[src/rtl/train_drive_ctrl.sv]
// Train motor drive controller: ramped speed changes, standstill dwell before
// direction reversal, emergency stop, and a 7-step PWM drive output.
module train_drive_ctrl #(
  parameter int unsigned RAMP_DIV    = 1000,
  parameter int unsigned DWELL_TICKS = 4
) (
  input  logic       clk,
  input  logic       rst,
  input  logic [2:0] speed_req,
  input  logic       dir_req,
  input  logic       estop,
  output logic       pwm_out,
  output logic       dir_out,
  output logic [2:0] speed_cur,
  output logic [2:0] state_o,
  output logic       busy
);

  localparam int unsigned PW = (RAMP_DIV > 1) ? $clog2(RAMP_DIV) : 1;
  localparam int unsigned DW = (DWELL_TICKS > 1) ? $clog2(DWELL_TICKS) : 1;
  localparam logic [PW-1:0] PRESC_MAX  = PW'(RAMP_DIV - 1);
  localparam logic [DW-1:0] DWELL_LAST = DW'(DWELL_TICKS - 1);

  typedef enum logic [2:0] {
    IDLE   = 3'd0,
    ACCEL  = 3'd1,
    DECEL  = 3'd2,
    CRUISE = 3'd3,
    DWELL  = 3'd4,
    ESTOP  = 3'd5
  } state_e;

  state_e          state_q, state_d;
  logic [2:0]      speed_q, speed_d;
  logic            dir_q, dir_d;
  logic            pwm_q, pwm_d;
  logic [PW-1:0]   presc_q, presc_d;
  logic [2:0]      pwm_cnt_q, pwm_cnt_d;
  logic [DW-1:0]   dwell_q, dwell_d;
  logic            ramp_tick;
  logic            dir_mis;
  logic [2:0]      tgt;

  always_comb begin
    ramp_tick = (presc_q == PRESC_MAX);
    presc_d   = ramp_tick ? '0 : presc_q + PW'(1);
    pwm_cnt_d = (pwm_cnt_q == 3'd6) ? '0 : pwm_cnt_q + 3'd1;
    pwm_d     = (pwm_cnt_q < speed_q) && (state_q != ESTOP);
    dir_mis   = (dir_req != dir_q);
    tgt       = dir_mis ? '0 : speed_req;
  end

  always_comb begin
    state_d = state_q;
    speed_d = speed_q;
    dir_d   = dir_q;
    dwell_d = '0;
    if (estop) begin
      state_d = ESTOP;
      speed_d = '0;
    end else begin
      case (state_q)
        IDLE: begin
          if (dir_mis)          state_d = DWELL;
          else if (tgt != '0)   state_d = ACCEL;
        end
        ACCEL, DECEL, CRUISE: begin
          if (speed_q < tgt)        state_d = ACCEL;
          else if (speed_q > tgt)   state_d = DECEL;
          else if (speed_q != '0)   state_d = CRUISE;
          else if (dir_mis)         state_d = DWELL;
          else                      state_d = IDLE;
          // Step guarded by the live target so a mid-ramp reversal never overshoots
          if (ramp_tick) begin
            if (state_q == ACCEL && speed_q < tgt)      speed_d = speed_q + 3'd1;
            else if (state_q == DECEL && speed_q > tgt) speed_d = speed_q - 3'd1;
          end
        end
        DWELL: begin
          if (!dir_mis) begin
            state_d = IDLE;
          end else begin
            dwell_d = dwell_q;
            if (ramp_tick) begin
              if (dwell_q == DWELL_LAST) begin
                dir_d   = dir_req;
                state_d = IDLE;
                dwell_d = '0;
              end else begin
                dwell_d = dwell_q + DW'(1);
              end
            end
          end
        end
        ESTOP: begin
          if (speed_req == '0) state_d = IDLE;
        end
        default: begin
          state_d = IDLE;
          speed_d = '0;
        end
      endcase
    end
  end

  always_ff @(posedge clk) begin
    if (rst) begin
      state_q   <= IDLE;
      speed_q   <= '0;
      dir_q     <= 1'b1;
      pwm_q     <= 1'b0;
      presc_q   <= '0;
      pwm_cnt_q <= '0;
      dwell_q   <= '0;
    end else begin
      state_q   <= state_d;
      speed_q   <= speed_d;
      dir_q     <= dir_d;
      pwm_q     <= pwm_d;
      presc_q   <= presc_d;
      pwm_cnt_q <= pwm_cnt_d;
      dwell_q   <= dwell_d;
    end
  end

  always_comb begin
    pwm_out   = pwm_q;
    dir_out   = dir_q;
    speed_cur = speed_q;
    state_o   = state_q;
    busy      = (state_q != IDLE) && (state_q != CRUISE);
  end

endmodule

[config.mk]
export PLATFORM = sky130hd
export DESIGN_NAME = train_drive_ctrl
export DESIGN_NICKNAME = d
export VERILOG_FILES = /design/src/rtl/train_drive_ctrl.sv
export SDC_FILE = /design/constraint.sdc
export NUM_CORES = 1
export LEC_CHECK = 0
export ABC_AREA = 1
export BUFFER_PORTS_ARGS = -buffer_cell sky130_fd_sc_hd__buf_2
export CORE_MARGIN = 2
export CORE_UTILIZATION = 35
export DETAILED_ROUTE_END_ITERATION = 10
export HOLD_SLACK_MARGIN = 0.06
export REMOVE_ABC_BUFFERS = 1
export SKIP_LAST_GASP = 1
export SYNTH_ARGS = -nofsm -noshare
export SYNTH_HDL_FRONTEND = slang
export SYNTH_SLANG_ARGS = --single-unit
[constraint.sdc]
create_clock -name clk -period 2.5 [get_ports clk]
set_input_delay 0.125 -clock clk [delete_from_list [all_inputs] [get_ports clk]]
set_output_delay 0.125 -clock clk [all_outputs]
set_load 0.005 [all_outputs]
Word level (Yosys, flattened, before mapping)
Index checks and enable logic that the tools add are counted.
{ "classes": {"reduce_logical": 19, "add_sub_neg": 5, "bitwise_logic": 4, "eq_ne": 21, "muxes": 18, "magnitude_cmp": 3} }
{ "op_table": {"columns": ["operator", "n"], "rows": [
  ["$mux W3", 15],
  ["$ne A3 B3 Y1 const B", 6],
  ["$ne A4 B4 Y1 const B", 3],
  ["$pmux W3 S4", 1],
  ["$add A10 B1 Y10 const B", 1],
  ["$eq A10 B10 Y1 const B", 1],
  ["$eq A3 B3 Y1 const B", 3],
  ["$reduce_bool A3 Y1", 3],
  ["$reduce_and A4 Y1", 2],
  ["$add A3 B1 Y3 const B", 2],
  ["$eq A3 B2 Y1 const B", 2],
  ["$logic_not A3 Y1", 2],
  ["$lt A3 B3 Y1", 2],
  ["$pmux W3 S2", 1],
  ["$reduce_or A2 Y1", 3],
  ["$reduce_or A3 Y1", 2],
  ["$reduce_and A5 Y1", 1],
  ["$logic_and A1 B1 Y1", 4],
  ["$ne A2 B2 Y1 const B", 2],
  ["$not A1 Y1", 4],
  ["$reduce_or A4 Y1", 1],
  ["$eq A3 B1 Y1 const B", 1],
  ["$gt A3 B3 Y1", 1],
  ["$ne A3 B2 Y1 const B", 1],
  ["other kinds (6)", 6]
]} }
{ "totals": {"in_bits": 7, "reg_bits": 23, "elab_cells": 78, "output_inout_bits": 9} }

Depth between registers and ports, before layout
Gate-level depths: netlist of run 1.
{ "logic_depth": {"ltp_word": 8, "mapped_depth": 16, "ltp_nobuf": 16} }

Least setup slack after synthesis of run 1
Ideal clock, no wire load.
{ "synth_timing": {"kind": "reg-to-reg", "startpoint": "register dir_q (netlist: dir_out)", "endpoint": "register speed_q[2] (netlist: speed_cur[2])", "path_buffers": 0, "required_ps": 2430, "synth_period_minus_slack_ps": 2329, "stages_incl_launch_ff": 17, "setup_slack_ps": 171, "setup_time_ps": 70, "arrival_time_ps": 2260, "path_cell_list": "dfxtp_1 inv_1 nand2_1 nand2_1 inv_2 nand2_1 ha_1 nand2_1 nand2_1 nor2_1 nand2_1 fa_1 xnor2_1 nand3b_1 nand2_1 nand3_1 a21oi_1"} }
{ "synth_between": {"elab_chain_len": 7, "word_cells_on_any_way": 11, "classes_between": "order compare: 2; eq/ne: 2; mux: 4; reduce/logical: 3"} }
{ "synth_rtl": {"columns": ["element", "line_no", "source"], "rows": [
  ["start: declaration", "35", "logic dir_q, dir_d;"],
  ["start signal: assignment", "118", "dir_q <= dir_d;"],
  ["$ne A1 B1 Y1 *", "49", "dir_mis = (dir_req != dir_q);"],
  ["$mux W3 *", "50", "tgt = dir_mis ? '0 : speed_req;"],
  ["$lt A3 B3 Y1", "75", "if (state_q == ACCEL && speed_q < tgt) speed_d = speed_q + 3'd1;"],
  ["$logic_and A1 B1 Y1", "75", null],
  ["$mux W3", "75", null],
  ["$mux W3", "74", "if (ramp_tick) begin"],
  ["$pmux W3 S2", "62", "case (state_q)"],
  ["end signal: assignment", "117", "speed_q <= speed_d;"],
  ["end: declaration", "34", "logic [2:0] speed_q, speed_d;"]
]} }
Mark *: on every way between the ends. The rest lies on a longest branch, timed or not. The select of a mux whose other input is x is not followed.
A chain may end at the register's enable or synchronous reset.

Worst setup path after layout of run 1
Ends and elaborated chain as after synthesis.

==> results of run 1 <==
[layer usage]
layer	share of wire (%)	track usage, %	vias to the layer above
met5	0	0	-
met4	1.5	4.592	0
met3	3.2	2.555	5
met2	40	19.00	14
met1	56	20.17	521
li1	-	-	662
[power groups by stage]
stage / combinational (W) / sequential, W / clock, W
floorplan: 0.0000781 / 0.000403 / 0
global placement: 0.000114 / 0.000405 / 0
detailed placement: 0.000114 / 0.000405 / 0
CTS: 0.000114 / 0.000397 / 0.000239
global route: 0.000137 / 0.000400 / 0.000254
finish: 0.000117 / 0.000396 / 0.000232
[timing repair]
item | CTS | global route
buffers inserted | 0 | 1
endpoints found under the hold margin | 0 | 0
hold buffers | 0 | 0
resized for setup | 0 | 4
setup endpoints to repair | 0 | 1
[layout by cell type, fill, tap and decap left out, types with 2 or more instances in the layout]
cell      Yosys  layout
nand2_2       5       5
dfxtp_1      23      22
ha_1          9       7
nor2_4        2       2
inv_1        25      25
ha_4          0       2
o21ai_0       2       2
xnor2_1       3       3
inv_2         2       2
nand3_1      13      13
nor2_1       24      24
or2_0         2       2
a21oi_1      13      13
clkbuf_8      0       3
nor2_2        3       3
nor3_1        6       6
nand2_1      38      38
buf_4         0       4
buf_2         0      15
nand4_1       5       5
[registers in the layout, summed over array words and instances (netlist names)]
name / cells
speed_cur: 3
dwell_q: 2
state_o: 3
dir_out: 1
pwm_cnt_q: 3
pwm_out: 1
presc_q: 10
[cell families after synthesis]
logic type	after synthesis
simple gates	105
xor+xnor	3
flops	23
compound gates	22
fa+ha+maj	10
buf+inv	27
[through the flow]
| step | util (%) | worst slack [ns] | cell area, um^2 | cells | power (W) |
|---|---|---|---|---|---|
| CTS | 42.40 | 0.08489 | 1564 | 260 | 0.0007492 |
| floorplan | - | 0.1706 | 1361 | 190 | 0.0004810 |
| finish | 43.39 | 0.2808 | 1600 | 261 | 0.0007454 |
| global placement | 41.18 | 0.1916 | 1519 | 256 | 0.0005190 |
| global route | 43.39 | 0.03843 | 1600 | 261 | 0.0007920 |
| detailed placement | 41.18 | 0.1256 | 1519 | 256 | 0.0005190 |
[worst max-delay path, stage by stage, from the launching register on]
cell      delay [ns]
dfxtp_2         0.35
inv_1           0.04
nand2_1         0.05
nand2_1         0.09
inv_2           0.07
nand2_1         0.08
ha_4            0.24
nand2_1         0.05
nor2_1          0.04
nor2_1          0.12
nand2_1         0.11
fa_2            0.36
xnor2_1         0.14
nand3b_1        0.15
nand2_1         0.06
nand3_1         0.06
a21oi_1         0.14
[worst max-delay path by stage]
| stage | cells past startpoint | end | slack [ns] |
|---|---|---|---|
| after floorplan | 16 | speed_cur[2] | 0.17 |
| after global placement | 16 | speed_cur[2] | 0.19 |
| after detailed placement | 16 | speed_cur[2] | 0.13 |
| after CTS | 16 | speed_cur[2] | 0.08 |
| after global routing | 16 | speed_cur[2] | 0.04 |
| final | 16 | speed_cur[2] | 0.28 |
[final cells by class]
class,count,share of cell area [%]
inverters,27,6.333
repair buffers,19,6.568
well taps,48,3.753
multi-input cells,140,51.68
clock buffers,4,2.815
flip-flops and latches,23,28.85
==> out/results.tsv, run 1 <==
stage	metric	value	unit
outcome	status	finished, final reports clean	
floorplanning	die_w	66.37	um
yosys	synth_flop_cell	dfxtp_1	
routing	wire_per_inst	10.00	um
floorplanning	start_util	36.91	%
yosys	yosys-mux-area-fraction	0	%
worst_setup_path	worst-setup-path-type	reg -> reg	
yosys	ys_seq_area_share	33.82	%
min_path	min_from	rst	
placement	portBuffers	15	
yosys	synth_area_leaders	dfxtp_1 (34%), nand2_1 (10%), ha_1 (8.3%), inv_1 (6.9%), nor2_1 (6.6%)	
clock_tree	cts_buffer_depth	2	
cells_and_area	register_area	461.7	um^2
worst_setup_path	cp_max_fo	5	
yosys	synth_area_leader_cell	dfxtp_1	
min_path	whs_endpoint	pwm_out	
worst_setup_path	cp-startpoint	dir_out	
worst_setup_path	regToRegSetupSlack	0.28	ns
worst_setup_path	startpoint_type	register	
yosys	synth_common_cells	nand2_1 (38), inv_1 (25), nor2_1 (24), dfxtp_1 (23)	
sta	worst_pin_slew	0.3436	ns
yosys	async_flop_share	0	%
job	cap_viol_max_count	0	
pwr	powerDensity	465.8	nW/um^2
clock_tree	cts_buffers	3	
floorplanning	ios	16	
worst_setup_path	r2r_end	speed_cur[2]	
pwr	pwr-share-clk	31.1	%
sta	hold_viol	0	
clock_tree	cts-root-buf	clkbuf_8	
pwr	p_sw	0.0002027	W
sta	slew_headroom	77.06	%
clock_tree	clkTransAtPathRegs	0.08	ns
yosys	synth-simple-area-share	37.87	%
worst_setup_path	required	2.70	ns
yosys	yosysUniqueCellTypes	31	
sta	min_period	2.219	ns
cells_and_area	multi_input_comb_area	827.0	um^2
cells_and_area	n_fill_cell	394	
worst_setup_path	worstPathArrival	2.42	ns
floorplanning	dieArea	4404	um^2
grt	grt_antenna_before_repair	0	
routing	wl	2611	um
yosys	ys_ff_latch	23	
sta	fin_hold_ws	0.09548	ns
sta	fin_crit_sh	88.77	%
floorplanning	num_rows	22	
grt	grt-ovfl-total	0	
yosys	synth-xor-area-share	1.930	%
routing	vias_per_cell	4.605	
routing	dr.pass1.iters	4	
min_path	hold_class	in -> reg	
cells_and_area	area_delta_synth_final	17.55	%
yosys	synth_compound_area_share	9.191	%
pwr	p_seq_share	53.2	%
yosys	synth.most_common_cell	nand2_1	
routing	drcViolationCount	0	
placement	dp_hpwl	2104	um
cells_and_area	drive_gt1_share	20.66	%
clock_tree	cts_tree	done	
yosys	synth_edf_count	0	
worst_setup_path	r2r_cells	16	
placement	gp_congestion	0.7849	
worst_setup_path	end_kind	register	
floorplanning	core_region_area	3689	um^2
yosys	synth_top_family_by_area	simple AND/OR/NAND/NOR gates	
routing	antenna_left	0	
sta	clock_skew	0.004280	ns
cells_and_area	antenna_cells	0	
clock_tree	cts.sinks	23	
sta	timing.fmax	0.4506	GHz
yosys	synth_area_per_cell	7.165	um^2
sta	setup_viol	0	
yosys	synth_fa_ha_area_share	9.743	%
sta	rsz0062_at_grt	false	
pwr	p_int	0.0005427	W
pwr	power_frac_comb	15.7	%
pwr	leakage	0.6955	nW
yosys	yosys_warnings	0	
grt	grt_max_degree	13	
sta	setup_tns	0	ns
grt	grt_use_total	13.47	%
sta	slew_violations	0	
grt	grt_pass1_wl	4609	um
routing	route.vias.total	1202	
yosys	synthCells	190	
cells_and_area	nNetsFinal	231	
clock_tree	ctsHtreeMaxLevel	1	
pwr	p_sw_share	27.20	%
yosys	yosysTopAreaCellShare	33.82	%
floorplanning	die_h	66.37	um
clock_tree	clock_latency	0.26	ns
min_path	whs_path_depth	2	
yosys	syn-cell-area	1361	um^2
grt	grt_pass1_vias	1081	
worst_setup_path	r2r_start	dir_out	
pwr	ir_worst_vdd	257.3	uV
routing	drtIter0Drc	41	
(Power assumes the default switching activity.)
==> inputs of run 2 (changes only) <==
--- a/config.mk
+++ b/config.mk
@@ -7,10 +7,13 @@
 export LEC_CHECK = 0
 export ABC_AREA = 1
 export BUFFER_PORTS_ARGS = -buffer_cell sky130_fd_sc_hd__buf_2
+export CELL_PAD_IN_SITES_DETAIL_PLACEMENT = 0
+export CELL_PAD_IN_SITES_GLOBAL_PLACEMENT = 1
 export CORE_MARGIN = 2
 export CORE_UTILIZATION = 35
 export DETAILED_ROUTE_END_ITERATION = 10
 export HOLD_SLACK_MARGIN = 0.06
+export PLACE_DENSITY_LB_ADDON = 0.1
 export REMOVE_ABC_BUFFERS = 1
 export SKIP_LAST_GASP = 1
 export SYNTH_ARGS = -nofsm -noshare
==> run 2 against run 1 <==
Sequential share of layout area grew 0.44 points. Global-route usage grew 1.7 points. Critical endpoint unchanged. Wire length increased by 13%. Non-clock buffer count down 3. Largest cell class unchanged. Combinational power about the same. Largest power group unchanged. Critical path type unchanged. Clock power hardly changed. Highest routed layer unchanged. Critical path depth unchanged.
==> out/results.tsv, run 2 (synthesis gave the netlist of run 1 again) <==
stage	metric	value	unit	change
clock_tree	cts_tree	done		
floorplanning	ios	16		unchanged
clock_tree	ctsHtreeMaxLevel	1		unchanged
clock_tree	clkTransAtPathRegs	0.09	ns	about the same
placement	dp_hpwl	2410	um	+15%
routing	wl	2954	um	+13%
clock_tree	cts.sinks	23		unchanged
floorplanning	num_rows	22		unchanged
grt	grt_antenna_before_repair	0		unchanged
cells_and_area	antenna_cells	0		unchanged
routing	drcViolationCount	0		unchanged
cells_and_area	largest_reg_flops	10		unchanged
cells_and_area	layout_common_cells	nand2_1 (37), inv_1 (25), nor2_1 (23)		
cells_and_area	area_delta_synth_final	15.81	%	
pwr	ir_worst_vdd	197.0	uV	-23%
worst_setup_path	cp_max_fo	4		-1
floorplanning	dieArea	4404	um^2	unchanged
clock_tree	cts_buffers	3		unchanged
outcome	status	finished, final reports clean		
placement	portBuffers	15		unchanged
clock_tree	clock_latency	0.26	ns	about the same
sta	worst_pin_slew	0.3326	ns	-0.01099 ns
worst_setup_path	worstPathArrival	2.50	ns	+0.08 ns
routing	drtIter0Drc	53		+29%
routing	antenna_left	0		unchanged
floorplanning	die_w	66.37	um	unchanged
sta	timing.fmax	0.4323	GHz	-4.1%
cells_and_area	mostFrequentLayoutCell	nand2_1		
sta	fin_crit_sh	92.52	%	+3.8 points
min_path	hold_class	in -> reg		
clock_tree	cts_buffer_depth	2		unchanged
pwr	powerDensity	471.0	nW/um^2	+1.1%
sta	clock_skew	0.007619	ns	+0.003339 ns
sta	rsz0062_at_grt	false		
grt	grt_pass1_vias	1137		+5.2%
cells_and_area	regMostFlops	presc_q		
floorplanning	core_region_area	3689	um^2	unchanged
sta	min_period	2.313	ns	+0.09387 ns
sta	fin_hold_ws	0.1010	ns	+0.005565 ns
routing	dr.pass1.iters	4		unchanged
placement	gp_congestion	0.8084		+3.0%
cells_and_area	drive_gt1_share	20.48	%	-0.18 points
job	cap_viol_max_count	0		unchanged
sta	fin_ws	0.1869	ns	-0.09387 ns
clock_tree	cts-root-buf	clkbuf_8		
worst_setup_path	worst-setup-path-type	reg -> reg		
sta	hold_viol	0		unchanged
sta	slew_headroom	77.77	%	+0.71 points
cells_and_area	postLayoutCoreUtil	42.74	%	-0.64 points
grt	grt_use_total	15.22	%	+1.7 points
pwr	leakage	0.6868	nW	-1.3%
routing	wire_per_inst	11.45	um	+14%
worst_setup_path	required	2.69	ns	about the same
grt	grt-ovfl-total	0		unchanged
floorplanning	die_h	66.37	um	unchanged
sta	setup_viol	0		unchanged
cells_and_area	nNetsFinal	228		-1.3%
worst_setup_path	startpoint_type	register		
grt	grt_max_degree	14		+1
pwr	totalPowerFinal	0.0007425	W	-0.39%
sta	setup_tns	0	ns	unchanged
floorplanning	start_util	36.91	%	unchanged
routing	route.vias.total	1261		+4.9%
routing	vias_per_cell	4.888		+6.1%
worst_setup_path	end_kind	register		
grt	grt_pass1_wl	5112	um	+11%
sta	slew_violations	0		unchanged
placement	preCtsSetupSlack	0.02240	ns	-0.1032 ns
==> run 2: cell types whose count changed in the layout (fill, tap and decap cells not counted), sizes merged <==
| cell | previous run | this run |
|---|---|---|
| buf | 19 | 16 |
| clkbuf | 4 | 3 |
| clkinv | 0 | 1 |
==> run 2: critical path, cell delays in order, from the launching register on <==
cell and delay (ns):
dfxtp_2 0.35, inv_1 0.04, nand2_1 0.05, nand2_1 0.10
inv_2 0.09, nand2_1 0.06, ha_1 0.30, nand2_1 0.08
nor2_1 0.06, nor2_4 0.11, nand2_2 0.08, fa_2 0.35
xnor2_1 0.14, nand3b_1 0.16, nand2_1 0.06, nand3_1 0.06
a21oi_1 0.15
==> run 2: final cells by class <==
class                   count  area (um^2)
fillers                   409         2112
multi-input cells         140        824.5
flip-flops and latches     23        461.7
inverters                  27        101.3
repair buffers             16        82.58
well taps                  48        60.06
clock buffers               3        41.29
clock inverters             1        5.005
==> run 2: final timing paths <==
path                                 start      endpoint  slack, ns  cells past startpoint
worst max register to register     dir_out  speed_cur[2]       0.19                     16
worst max-delay path               dir_out  speed_cur[2]       0.19                     16
worst min register to register  dwell_q[1]    dwell_q[1]       0.47                      2
worst min-delay path                   rst    presc_q[2]       0.10                      2
==> run 2: through the flow <==
stage / instances / area [um^2]
final: 258 / 1577
after global placement: 254 / 1504
after floorplan: 190 / 1361
after global routing: 258 / 1577
after CTS: 258 / 1553
after detailed placement: 254 / 1504
==> run 2: where the power goes <==
group	leakage (nW)	switching, W	internal, W
Combinational	0.474	0.0000708	0.0000458
Clock	0.0255	0.000118	0.000111
Sequential	0.187	0.0000167	0.000380
Total	0.687	0.000205	0.000537
==> run 2: repair_timing <==
item | CTS | global route
endpoints found under the setup margin | 1 | 1
hold buffers | 0 | 0
pin swaps | 0 | 0
resized for setup | 1 | 5
setup buffers | 0 | 0
==> run 2: routing by layer <==
| metal | global-route usage, % | routed length (um) |
|---|---|---|
| met2 | 24.00 | 1320 |
| met5 | 0 | 0 |
| met4 | 4.592 | 22 |
| met3 | 3.407 | 146 |
| met1 | 20.60 | 1465 |
